`config.mk`:
```
export PLATFORM = sky130hd
export DESIGN_NAME = up_counter_seq_ctrl_flat
export DESIGN_NICKNAME = d
export VERILOG_FILES = /design/src/rtl/up_counter_seq_ctrl_if.sv /design/src/rtl/up_counter_seq_ctrl.sv /design/src/flat_wrapper.sv
export SDC_FILE = /design/constraint.sdc
export NUM_CORES = 1
export LEC_CHECK = 0
export ABC_AREA = 1
export BUFFER_PORTS_ARGS = -buffer_cell sky130_fd_sc_hd__buf_2
export CORE_UTILIZATION = 56
export DETAILED_ROUTE_END_ITERATION = 7
export GPL_TIMING_DRIVEN = 0
export PLACE_DENSITY = 0.9
export SLEW_MARGIN = 5
export SYNTH_ARGS = -nofsm -noshare
export SYNTH_HDL_FRONTEND = slang
export SYNTH_SLANG_ARGS = --single-unit
```
`constraint.sdc`:
```
create_clock -name clk -period 3.3 [get_ports clk]
set_clock_uncertainty 0.15 [all_clocks]
set_input_delay 0.33 -clock clk [delete_from_list [all_inputs] [get_ports clk]]
set_output_delay 0.33 -clock clk [all_outputs]
set_load 0.05 [all_outputs]
```
`src/rtl/up_counter_seq_ctrl_if.sv`:
```
// Sequencer <-> environment bundle: run control, counter hookup and status.
// The master side drives start/stop/mode/limit and returns the counter's q.
interface up_counter_seq_ctrl_if #(
    parameter int WIDTH  = 4,
    parameter int WCNT_W = 8
);
    logic              start;
    logic              stop;
    logic              mode;
    logic [WIDTH-1:0]  limit;
    logic [WIDTH-1:0]  q;
    logic              cnt_clr;
    logic              cnt_en;
    logic              busy;
    logic              done;
    logic              wrap;
    logic [WCNT_W-1:0] wrap_cnt;

    modport master (
        output start, stop, mode, limit, q,
        input  cnt_clr, cnt_en, busy, done, wrap, wrap_cnt
    );

    modport slave (
        input  start, stop, mode, limit, q,
        output cnt_clr, cnt_en, busy, done, wrap, wrap_cnt
    );
endinterface

```
`src/rtl/up_counter_seq_ctrl.sv`:
```
// Sequencing controller for an external up counter: one-shot or
// continuous modulo-(limit+1) runs with pause/resume/abort and wrap tally.
module up_counter_seq_ctrl #(
    parameter int WIDTH  = 4,
    parameter int WCNT_W = 8
) (
    input logic                 clk,
    input logic                 rst,
    up_counter_seq_ctrl_if.slave bus
);

    typedef enum logic [2:0] {
        S_IDLE,
        S_CLEAR,
        S_RUN,
        S_HOLD,
        S_DONE
    } state_t;

    state_t            st;
    state_t            nxt;
    logic [WIDTH-1:0]  limit_r;
    logic              mode_r;
    logic [WCNT_W-1:0] wcnt;
    logic              load;
    logic              clr_c;
    logic              en_c;
    logic              wrap_c;

    // State register
    always_ff @(posedge clk or negedge rst) begin
        if (!rst) st <= S_IDLE;
        else      st <= nxt;
    end

    // Run parameters latched at start; wrap tally saturates at all-ones
    always_ff @(posedge clk or negedge rst) begin
        if (!rst) begin
            limit_r <= '0;
            mode_r  <= 1'b0;
            wcnt    <= '0;
        end else if (load) begin
            limit_r <= bus.limit;
            mode_r  <= bus.mode;
            wcnt    <= '0;
        end else if (wrap_c && (wcnt != '1)) begin
            wcnt <= wcnt + WCNT_W'(1);
        end
    end

    // Next state and counter controls; stop always beats start
    always_comb begin
        nxt    = st;
        load   = 1'b0;
        clr_c  = 1'b0;
        en_c   = 1'b0;
        wrap_c = 1'b0;
        unique case (st)
            S_IDLE: begin
                if (bus.start && !bus.stop) begin
                    load = 1'b1;
                    nxt  = S_CLEAR;
                end
            end
            S_CLEAR: begin
                clr_c = 1'b1;
                nxt   = S_RUN;
            end
            S_RUN: begin
                if (bus.stop) begin
                    nxt = S_HOLD;
                end else if (bus.q != limit_r) begin
                    en_c = 1'b1;
                end else if (!mode_r) begin
                    nxt = S_DONE;
                end else begin
                    clr_c  = 1'b1;
                    wrap_c = 1'b1;
                end
            end
            S_HOLD: begin
                if (bus.stop)       nxt = S_IDLE;
                else if (bus.start) nxt = S_RUN;
            end
            S_DONE: begin
                nxt = S_IDLE;
            end
            default: begin
                nxt = S_IDLE;
            end
        endcase
    end

    assign bus.cnt_clr  = clr_c;
    assign bus.cnt_en   = en_c;
    assign bus.wrap     = wrap_c;
    assign bus.wrap_cnt = wcnt;
    assign bus.busy     = (st != S_IDLE);
    assign bus.done     = (st == S_DONE);

endmodule

```
`src/flat_wrapper.sv`:
```
// flat-port wrapper written by rule: the top's interface ports become plain ports
module up_counter_seq_ctrl_flat 
#(
    parameter int WIDTH  = 4,
    parameter int WCNT_W = 8
)
  (clk, rst, bus_start, bus_stop, bus_mode, bus_limit, bus_q, bus_cnt_clr, bus_cnt_en, bus_busy, bus_done, bus_wrap, bus_wrap_cnt);
  up_counter_seq_ctrl_if #(.WIDTH(WIDTH), .WCNT_W(WCNT_W)) bus_i ();
  input logic clk;
  input logic rst;
  input wire logic [$bits(bus_i.start)-1:0] bus_start;
  input wire logic [$bits(bus_i.stop)-1:0] bus_stop;
  input wire logic [$bits(bus_i.mode)-1:0] bus_mode;
  input wire logic [$bits(bus_i.limit)-1:0] bus_limit;
  input wire logic [$bits(bus_i.q)-1:0] bus_q;
  output wire logic [$bits(bus_i.cnt_clr)-1:0] bus_cnt_clr;
  output wire logic [$bits(bus_i.cnt_en)-1:0] bus_cnt_en;
  output wire logic [$bits(bus_i.busy)-1:0] bus_busy;
  output wire logic [$bits(bus_i.done)-1:0] bus_done;
  output wire logic [$bits(bus_i.wrap)-1:0] bus_wrap;
  output wire logic [$bits(bus_i.wrap_cnt)-1:0] bus_wrap_cnt;
  assign bus_i.start = bus_start;
  assign bus_i.stop = bus_stop;
  assign bus_i.mode = bus_mode;
  assign bus_i.limit = bus_limit;
  assign bus_i.q = bus_q;
  assign bus_cnt_clr = bus_i.cnt_clr;
  assign bus_cnt_en = bus_i.cnt_en;
  assign bus_busy = bus_i.busy;
  assign bus_done = bus_i.done;
  assign bus_wrap = bus_i.wrap;
  assign bus_wrap_cnt = bus_i.wrap_cnt;
  up_counter_seq_ctrl #(.WIDTH(WIDTH), .WCNT_W(WCNT_W)) u_core (.clk(clk), .rst(rst), .bus(bus_i));
endmodule
```
==> results_dict.tcl, run 1 <==
set metrics [dict create \
    hold_viol_final 0 \
    synth.most_common_cell "nand2_1" \
    synthArstFlopShare_pct 100.0 \
    synthSimpleGateAreaFrac_pct 44.70 \
    fp.dieArea_um2 2120 \
    yosys.area.top_type "dfrtp_1" \
    drt_pass1_iterations 4 \
    dpl_cell_area_um2 1242 \
    dr_wl_met3_um 73 \
    cp.arrival_ps 1680 \
    clk_latency_ps 290 \
    ys_seq_area_share_pct 36.87 \
    synth_area_leaders "dfrtp_1 37%, nand2_1 16%, nand3_1 8.3%" \
    synth_top_area_share_pct 36.87 \
    drc 0 \
    place_congestion 0.8700 \
    final_area_um2 1289 \
    synth_edf_count 0 \
    synth_top_family_by_area "simple AND/OR/NAND/NOR gates" \
    synth_seq_cells 16 \
    crit_path_end_kind "primary output" \
    initial_utilization_pct 61.56 \
    die_w_um 46.04 \
    synthAdderAreaFrac_pct 1.152 \
    final_nets 197 \
    dr.first_iter.drc_count 17 \
    ys_warn_count 0 \
    fin_crit_sh_pct 65.47 \
    cts_setup_buffers 0 \
    synth_flop_cell "dfrtp_1" \
    cts_tree "yes" \
    max-vdd-ir-drop_mv 0.4284 \
    hpwl_um 1791 \
    drive_above_1_share_pct 23.63 \
    clk_pin_slew_ps 100 \
    critPathKind "reg -> out" \
    htree_levels 1 \
    detail_route.wl_per_cell_um 11.26 \
    cts_hold_buf 1 \
    wirelength_met1_um 1092 \
    syn_inst 152 \
    num_antenna_cells 0 \
    synthXorXnorAreaFrac_pct 2.419 \
    postSynthAreaPerCell_um2 7.145 \
    grt_pass1_wl_um 3939 \
    overflow 0 \
    power.leakage_uw 0.0007856 \
    syn-num-nets 166 \
    top_layer "met4" \
    worst_pin_slew_ps 377.8 \
    coreArea_um2 1764 \
    synth_area_um2 1086 \
    cts_sinks 16 \
    slew_violations 0 \
    track_usage_pct 26.05 \
    grt_max_degree 17 \
    fin_cells 207 \
    min_period_ps 2161 \
    dieHeight_um 46.04 \
    crit_fanout 5 \
    start_kind "register" \
    viasPerCell 5.251 \
    antenna_found_initial 0 \
    setup_viol 0 \
    drtAntennaViolNets 0 \
    rsz0062_at_grt "no" \
    power_uw 779.2 \
    setup_tns_ps 0 \
    ys_top_cells_by_count "45 x nand2_1, 20 x inv_1, 18 x nand3_1, 17 x nor2_1, 16 x dfrtp_1" \
    cts_buffers 3 \
    synthMuxAreaShare_pct 0 \
    critPathRequiredTime_ps 2820 \
    power_density_nw_per_um2 604.6 \
    slew-limit-headroom_pct 74.74 \
    yosysUniqueCellTypes 22 \
    synth-compound-area-share_pct 3.456 \
    cap_violations 0 \
    syn_to_final_growth_pct 18.66 \
    num_io_pins 26 \
    max_freq_ghz 0.4628 \
    totalWireLength_um 2331 \
    status "completed" \
    dp.cells 202 \
    dr_wl_met2_um 1130 \
    num_vias 1087 \
    num_rows 15 \
    io_buffers 25 \
    grt_pass1_vias 981 \
    root_buffer "clkbuf_4" \
    cts_resized 0 \
    clockBufferDepth 2 \
    hp-class "in -> reg" \
]
final cells by class:
| cell class | count | area, um^2 |
|---|---|---|
| Tap cell | 25 | 31.28 |
| Fill cell | 159 | 475.5 |
| Inverter | 23 | 86.33 |
| Buffer | 3 | 37.54 |
| Clock buffer | 4 | 36.28 |
| Sequential cell | 16 | 400.4 |
| Multi-Input combinational cell | 110 | 561.8 |
| Timing Repair Buffer | 26 | 135.1 |
per-layer routing:
metal / global-route usage [%] / up-vias
met3: 2.381 / 4
met2: 44.51 / 28
met5: 0 / -
met1: 32.67 / 508
li1: - / 547
met4: 12.35 / 0
placed cells by master, fill, tap and decap left out, types with 2 or more instances in the layout:
cell type	n
nor3_1	2
inv_2	3
nor2_1	17
dfrtp_1	16
nand2_1	45
a21oi_1	3
buf_2	25
inv_1	20
buf_6	2
nand3_1	18
clkbuf_4	3
nand4_1	11
xor2_1	2
a21oi_2	2
nor2_4	2
worst max-delay path: stages (launching register included):
cell	delay (ps)
dfrtp_1	410
inv_2	90
nor2_4	110
nand2_2	70
nor2_4	130
nand2_4	100
o21ai_0	200
buf_2	300
flip-flops by register name, summed over array words and instances, names as in the netlist:
signal	count
u_core.bus.wrap_cnt	8
u_core.limit_r	4
u_core.mode_r	1
u_core.st	3
worst paths after layout:
kind | to | cells after the start | slack (ps) | start
hold / removal | u_core.limit_r[2]$_DFFE_PN0P_ | 3 | 120 | bus_limit[2]
hold reg to reg | u_core.limit_r[2]$_DFFE_PN0P_ | 2 | 390 | u_core.limit_r[2]$_DFFE_PN0P_
max in group asynchronous | u_core.st[0]$_DFFE_PN0P_ | 2 | 2380 | rst
setup / recovery | bus_cnt_clr | 7 | 1140 | u_core.st[1]$_DFFE_PN0P_
setup reg to reg | u_core.bus.wrap_cnt[6]$_DFFE_PN0P_ | 7 | 1490 | u_core.bus.wrap_cnt[0]$_DFFE_PN0P_
min in group asynchronous | u_core.bus.wrap_cnt[3]$_DFFE_PN0P_ | 2 | 340 | rst
per-stage QoR:
| stage | utilization (%) | setup slack, ps | hold slack [ps] |
|---|---|---|---|
| 2_1_floorplan | - | 891.0 | -115.6 |
| 3_3_place_gp | 70.43 | 1478 | 105.6 |
| 3_5_place_dp | 70.43 | 1419 | 113.1 |
| 4_1_cts | 73.05 | 1160 | 126.0 |
| 5_1_grt | 73.05 | 1037 | 128.2 |
| 6_report | 73.05 | 1139 | 124.6 |
power breakdown:
| part | leakage, uW | switching, uW | internal, uW | total [uW] |
|---|---|---|---|---|
| sequential | 0.000205 | 35.7 | 243 | 278 |
| combinational | 0.000559 | 257 | 117 | 374 |
| clock | 0.0000210 | 59.8 | 67.2 | 127 |
| total | 0.000786 | 353 | 427 | 779 |
kinds of logic (layout without fill, tap and decap cells):
kind of cell               count (synthesis)  in the layout
AOI/OAI and AO/OA                          6              6
xor gates and xnor gates                   3              3
adders and majority gates                  1              1
buffers and inverters                     26             56
DFF                                       16             16
and+or+nand+nor                          100            100
Power figures use the tool's default switching activity.
==> inputs of run 2 (changes only) <==
- CORE_UTILIZATION: 56 -> 52
- PLACE_DENSITY: 0.9 -> 0.85
- clock period: 3.3 -> 2.05 ns (I/O delays scaled with it)
==> run 2 against run 1 <==
  * Sequential power increased by 61%
  * Critical path depth down 1
  * Sequential cell count unchanged
  * Critical endpoint unchanged
  * Highest routed layer unchanged
  * Routed wire length fell by 2.3%
  * Final area is 2.0% higher
  * Via count decreased by 1.8%
  * Core utilization decreased by 6.0 points
  * Hold slack lost 110 ps
  * Clock-buffer cell count did not move
  * Final cell count increased by 1.4%
==> results_dict.tcl, run 2 (synthesis results as in run 1) <==
set metrics [dict create \
    power.leakage_uw 0.0007913 \
    fin_cells 210 \
    critPathSlowestCell "dfrtp_1" \
    totalWireLength_um 2277 \
    drt_pass1_iterations 4 \
    dr.first_iter.drc_count 25 \
    cap_violations 0 \
    coreArea_um2 1962 \
    crit_start "u_core.st[2]$_DFFE_PN0P_" \
    crit_path_end_kind "primary output" \
    final_area_um2 1315 \
    slowest_delay_ps 430 \
    cts_tree "yes" \
    worst_pin_slew_ps 382.4 \
    critPathMostFrequentCell "nor2_4" \
    timing.hold.ws_ps 12.27 \
    antenna_found_initial 0 \
    crit_fanout 5 \
    num_io_pins 26 \
    clockBufferDepth 2 \
    grt_pass1_vias 897 \
    dieHeight_um 47.70 \
    final_nets 198 \
    dp.cells 204 \
    clk_latency_ps 280 \
    max_freq_ghz 0.5099 \
    dpl_cell_area_um2 1245 \
    hpwl_um 1787 \
    initial_utilization_pct 55.36 \
    viasPerCell 5.081 \
    fin_crit_sh_pct 95.67 \
    min_period_ps 1961 \
    dp_worst_setup_slack_ps 277.8 \
    critPathRequiredTime_ps 1690 \
    drive_above_1_share_pct 25.14 \
    place_congestion 0.8713 \
    slew_violations 0 \
    cp.arrival_ps 1610 \
    cts_buffers 3 \
    slew-limit-headroom_pct 74.43 \
    overflow 0 \
    status "completed" \
    drtAntennaViolNets 0 \
    syn_to_final_growth_pct 21.08 \
    hp-class "in -> reg" \
    io_buffers 25 \
    largest_register_ffs 8 \
    hold_viol_final 0 \
    worstPathCellList "nor2_4 -> nand2_2 -> nor2_4 -> nand2_4 -> o21ai_1 -> clkbuf_4" \
    reg2reg_slack_ps 250 \
    fp.dieArea_um2 2275 \
    track_usage_pct 21.58 \
    drc 0 \
    num_antenna_cells 0 \
    start_kind "register" \
    final_common_cell "nand2_1" \
    clk_pin_slew_ps 90 \
    setup_viol 0 \
    power_density_nw_per_um2 975.0 \
    grt_max_degree 17 \
    cts_sinks 16 \
    fin_util_pct 67.03 \
    cp-endpoint "bus_cnt_clr" \
    setup_ws_ps 88.76 \
    r2r_end "u_core.bus.wrap_cnt[4]$_DFFE_PN0P_" \
    reg2reg_from "u_core.bus.wrap_cnt[0]$_DFFE_PN0P_" \
    detail_route.wl_per_cell_um 10.84 \
    critPathKind "reg -> out" \
    die_w_um 47.70 \
    htree_levels 1 \
    layout_common_cells "43 x nand2_1, 22 x buf_2, 20 x inv_1" \
    num_vias 1067 \
    max-vdd-ir-drop_mv 0.6811 \
    grt_pass1_wl_um 3401 \
    hp-start "bus_limit[3]" \
    root_buffer "clkbuf_4" \
    fill_cells 182 \
    reg2reg_depth 7 \
    num_rows 16 \
]
## run 2: worst min-delay path by stage
stage | endpoint | slack (ps) | depth (start not counted)
2_1_floorplan | u_core.bus.wrap_cnt[0]$_DFFE_PN0P_ | -240 | 0
3_3_place_gp | u_core.bus.wrap_cnt[7]$_DFFE_PN0P_ | -10 | 1
3_5_place_dp | u_core.bus.wrap_cnt[5]$_DFFE_PN0P_ | -10 | 1
4_1_cts | u_core.mode_r$_DFFE_PN0P_ | 10 | 3
5_1_grt | u_core.limit_r[2]$_DFFE_PN0P_ | 4 | 3
6_report | u_core.limit_r[3]$_DFFE_PN0P_ | 10 | 3
## run 2: cell type report
type / instances / area [um^2] / share of cell area, %
clock buffer: 4 / 36.28 / 2.759
sequential: 16 / 400.4 / 30.45
inverter: 23 / 86.33 / 6.565
tap: 27 / 33.78 / 2.569
multi-input combinational: 110 / 566.8 / 43.10
timing repair buffer: 27 / 153.9 / 11.70
buffer: 3 / 37.54 / 2.854
## run 2: critical path, delay by kind of cell, from the launching register on
family                 cells  cell delay [ps]
and+or+nand+nor            4              460
DFF                        1              430
buffers and inverters      1              250
AOI/OAI and AO/OA          1              170
## run 2: timing repair
item	4_1_cts	5_1_grt
buffers inserted	0	1
hold buffers	1	0
setup endpoints to repair	0	3
endpoints found under the hold margin	16	0
gates resized for setup	0	7
## run 2: metrics by stage
stage	setup TNS, ps	power [uW]
floorplan	0	931.0
global placement	0	1031
detailed placement	0	1059
CTS	0	1265
global route	-9.155	1385
finish	0	1282
## run 2: where the power goes
group | total [uW] | switching, uW | internal (uW)
combinational | 629 | 422 | 207
sequential | 448 | 57.0 | 391
clock | 205 | 96.8 | 108
## run 2: metal layers
metal / global-route usage (%) / part of all wire, % / vias up
met5: 0 / 0 / -
met4: 13.33 / 1.7 / 0
met3: 4.906 / 4.3 / 4
met2: 36.76 / 52 / 34
met1: 24.29 / 42 / 481
li1: - / - / 548
==> inputs of run 3 (changes only) <==
- PLACE_DENSITY: 0.85 -> 0.78
==> run 3 against run 2 <==
  * Combinational power decreased by 0.6%
  * Die area did not move
  * Setup slack gained 27 ps
  * Clock power up 3%
  * Total power grew 0.21%
  * Register-to-register slack lost 20 ps
  * Hold slack gained 3.4 ps
  * Global-route usage rose by 0.44 points
  * Critical endpoint is now bus_wrap
  * Largest power group unchanged
==> results_dict.tcl, run 3 (synthesis results as in run 1) <==
set metrics [dict create \
    status "completed" \
    cap_violations 0 \
    critPathSlowestCell "dfrtp_1" \
    clk_latency_ps 290 \
    dieHeight_um 47.70 \
    dpl_cell_area_um2 1245 \
    hold_viol_final 0 \
    power_density_nw_per_um2 959.8 \
    power.leakage_uw 0.0008032 \
    critPathKind "reg -> out" \
    layout_common_cells "44 x nand2_1, 22 x buf_2, 20 x inv_1" \
    final_nets 201 \
    critPathMostFrequentCell "nor2_4" \
    num_io_pins 26 \
    hpwl_um 1693 \
    htree_levels 1 \
    antenna_found_initial 0 \
    dr.first_iter.drc_count 27 \
    totalWireLength_um 2253 \
    clockBufferDepth 2 \
    drtAntennaViolNets 0 \
    cts_sinks 16 \
    setup_tns_ps 0 \
    num_rows 16 \
    slowest_delay_ps 400 \
    cp.arrival_ps 1580 \
    critPathRequiredTime_ps 1690 \
    rsz0062_at_grt "no" \
    place_congestion 0.8838 \
    largest_register_ffs 8 \
    worst_pin_slew_ps 391.4 \
    die_w_um 47.70 \
    cts_buffers 3 \
    grt_pass1_wl_um 3532 \
    path_buf_inv 2 \
    fin_crit_sh_pct 94.37 \
    crit_path_end_kind "primary output" \
    final_common_cell "nand2_1" \
    fp.dieArea_um2 2275 \
    max_freq_ghz 0.5169 \
    crit_fanout 9 \
    clk_pin_slew_ps 90 \
    drc 0 \
    worstPathCellList "inv_2 -> nor2_4 -> nand2_2 -> nor2_4 -> nand2_4 -> nor2_8 -> buf_4" \
    min_period_ps 1935 \
    path_delay_family "simple AND/OR/NAND/NOR gates" \
    grt_pass1_vias 880 \
    syn_to_final_growth_pct 23.27 \
    final_area_um2 1339 \
    io_buffers 25 \
    hp-class "in -> reg" \
    drt_pass1_iterations 4 \
    coreArea_um2 1962 \
    max-vdd-ir-drop_mv 0.5750 \
    num_vias 1066 \
    grt_max_degree 17 \
    cts_tree "yes" \
    detail_route.wl_per_cell_um 10.58 \
    track_usage_pct 22.02 \
    num_antenna_cells 0 \
    viasPerCell 5.005 \
    root_buffer "clkbuf_4" \
    start_kind "register" \
    setup_viol 0 \
    timing.hold.ws_ps 15.68 \
    slew-limit-headroom_pct 73.83 \
    drive_above_1_share_pct 24.19 \
    initial_utilization_pct 55.36 \
    overflow 0 \
    slew_violations 0 \
]
==> run 3: timing repair <==
action                                 in CTS  in global routing
gates resized for setup                     0                  6
setup endpoints to repair                   0                  3
hold buffers                                4                  0
setup buffers                               0                  1
endpoints found under the hold margin      19                  0
==> run 3: path summary, 6_finish.rpt <==
path / from / end / slack [ps] / depth (start not counted)
max: u_core.st[1]$_DFFE_PN0P_ / bus_wrap / 120 / 7
min: bus_limit[0] / u_core.limit_r[0]$_DFFE_PN0P_ / 20 / 3
max reg2reg: u_core.bus.wrap_cnt[0]$_DFFE_PN0P_ / u_core.bus.wrap_cnt[2]$_DFFE_PN0P_ / 230 / 7
min reg2reg: u_core.limit_r[0]$_DFFE_PN0P_ / u_core.limit_r[0]$_DFFE_PN0P_ / 400 / 2
max in group asynchronous: rst / u_core.st[1]$_DFFE_PN0P_ / 1310 / 2
min in group asynchronous: rst / u_core.limit_r[3]$_DFFE_PN0P_ / 180 / 2
==> run 3: final cells by class <==
type,count,area (um^2)
buffer,3,37.54
clock buffer,4,36.28
fill,189,623.1
inverter,23,86.33
multi-input combinational,110,564.3
sequential,16,400.4
tap,27,33.78
timing repair buffer,30,180.2
==> run 3: metal layers <==
| layer | routed length (um) | global-route usage [%] |
|---|---|---|
| met5 | 0 | 0 |
| met4 | 61 | 11.11 |
| met3 | 97 | 4.528 |
| met2 | 1031 | 35.95 |
| met1 | 1063 | 27.44 |
==> run 3: stage by stage <==
stage                     worst slack (ps)  cells  total power [uW]  util [%]
final                                115.3    213              1285     68.24
after global routing                 7.644    213              1386     68.24
after CTS                            12.90    212              1270     67.35
after detailed placement             254.3    204              1052     63.46
after global placement               341.2    204              1032     63.46
after floorplan                      149.3    152             931.0         -
==> run 3: power breakdown <==
group | internal (uW) | switching [uW]
Combinational | 210 | 414
Sequential | 391 | 58.5
Clock | 108 | 103
==> run 3: tightest hold or removal path: cells and delay by family <==
| kind | cells | cell delay (ps) |
|---|---|---|
| compound gates | 1 | 110 |
| buf+inv | 1 | 70 |
| simple gates | 1 | 30 |
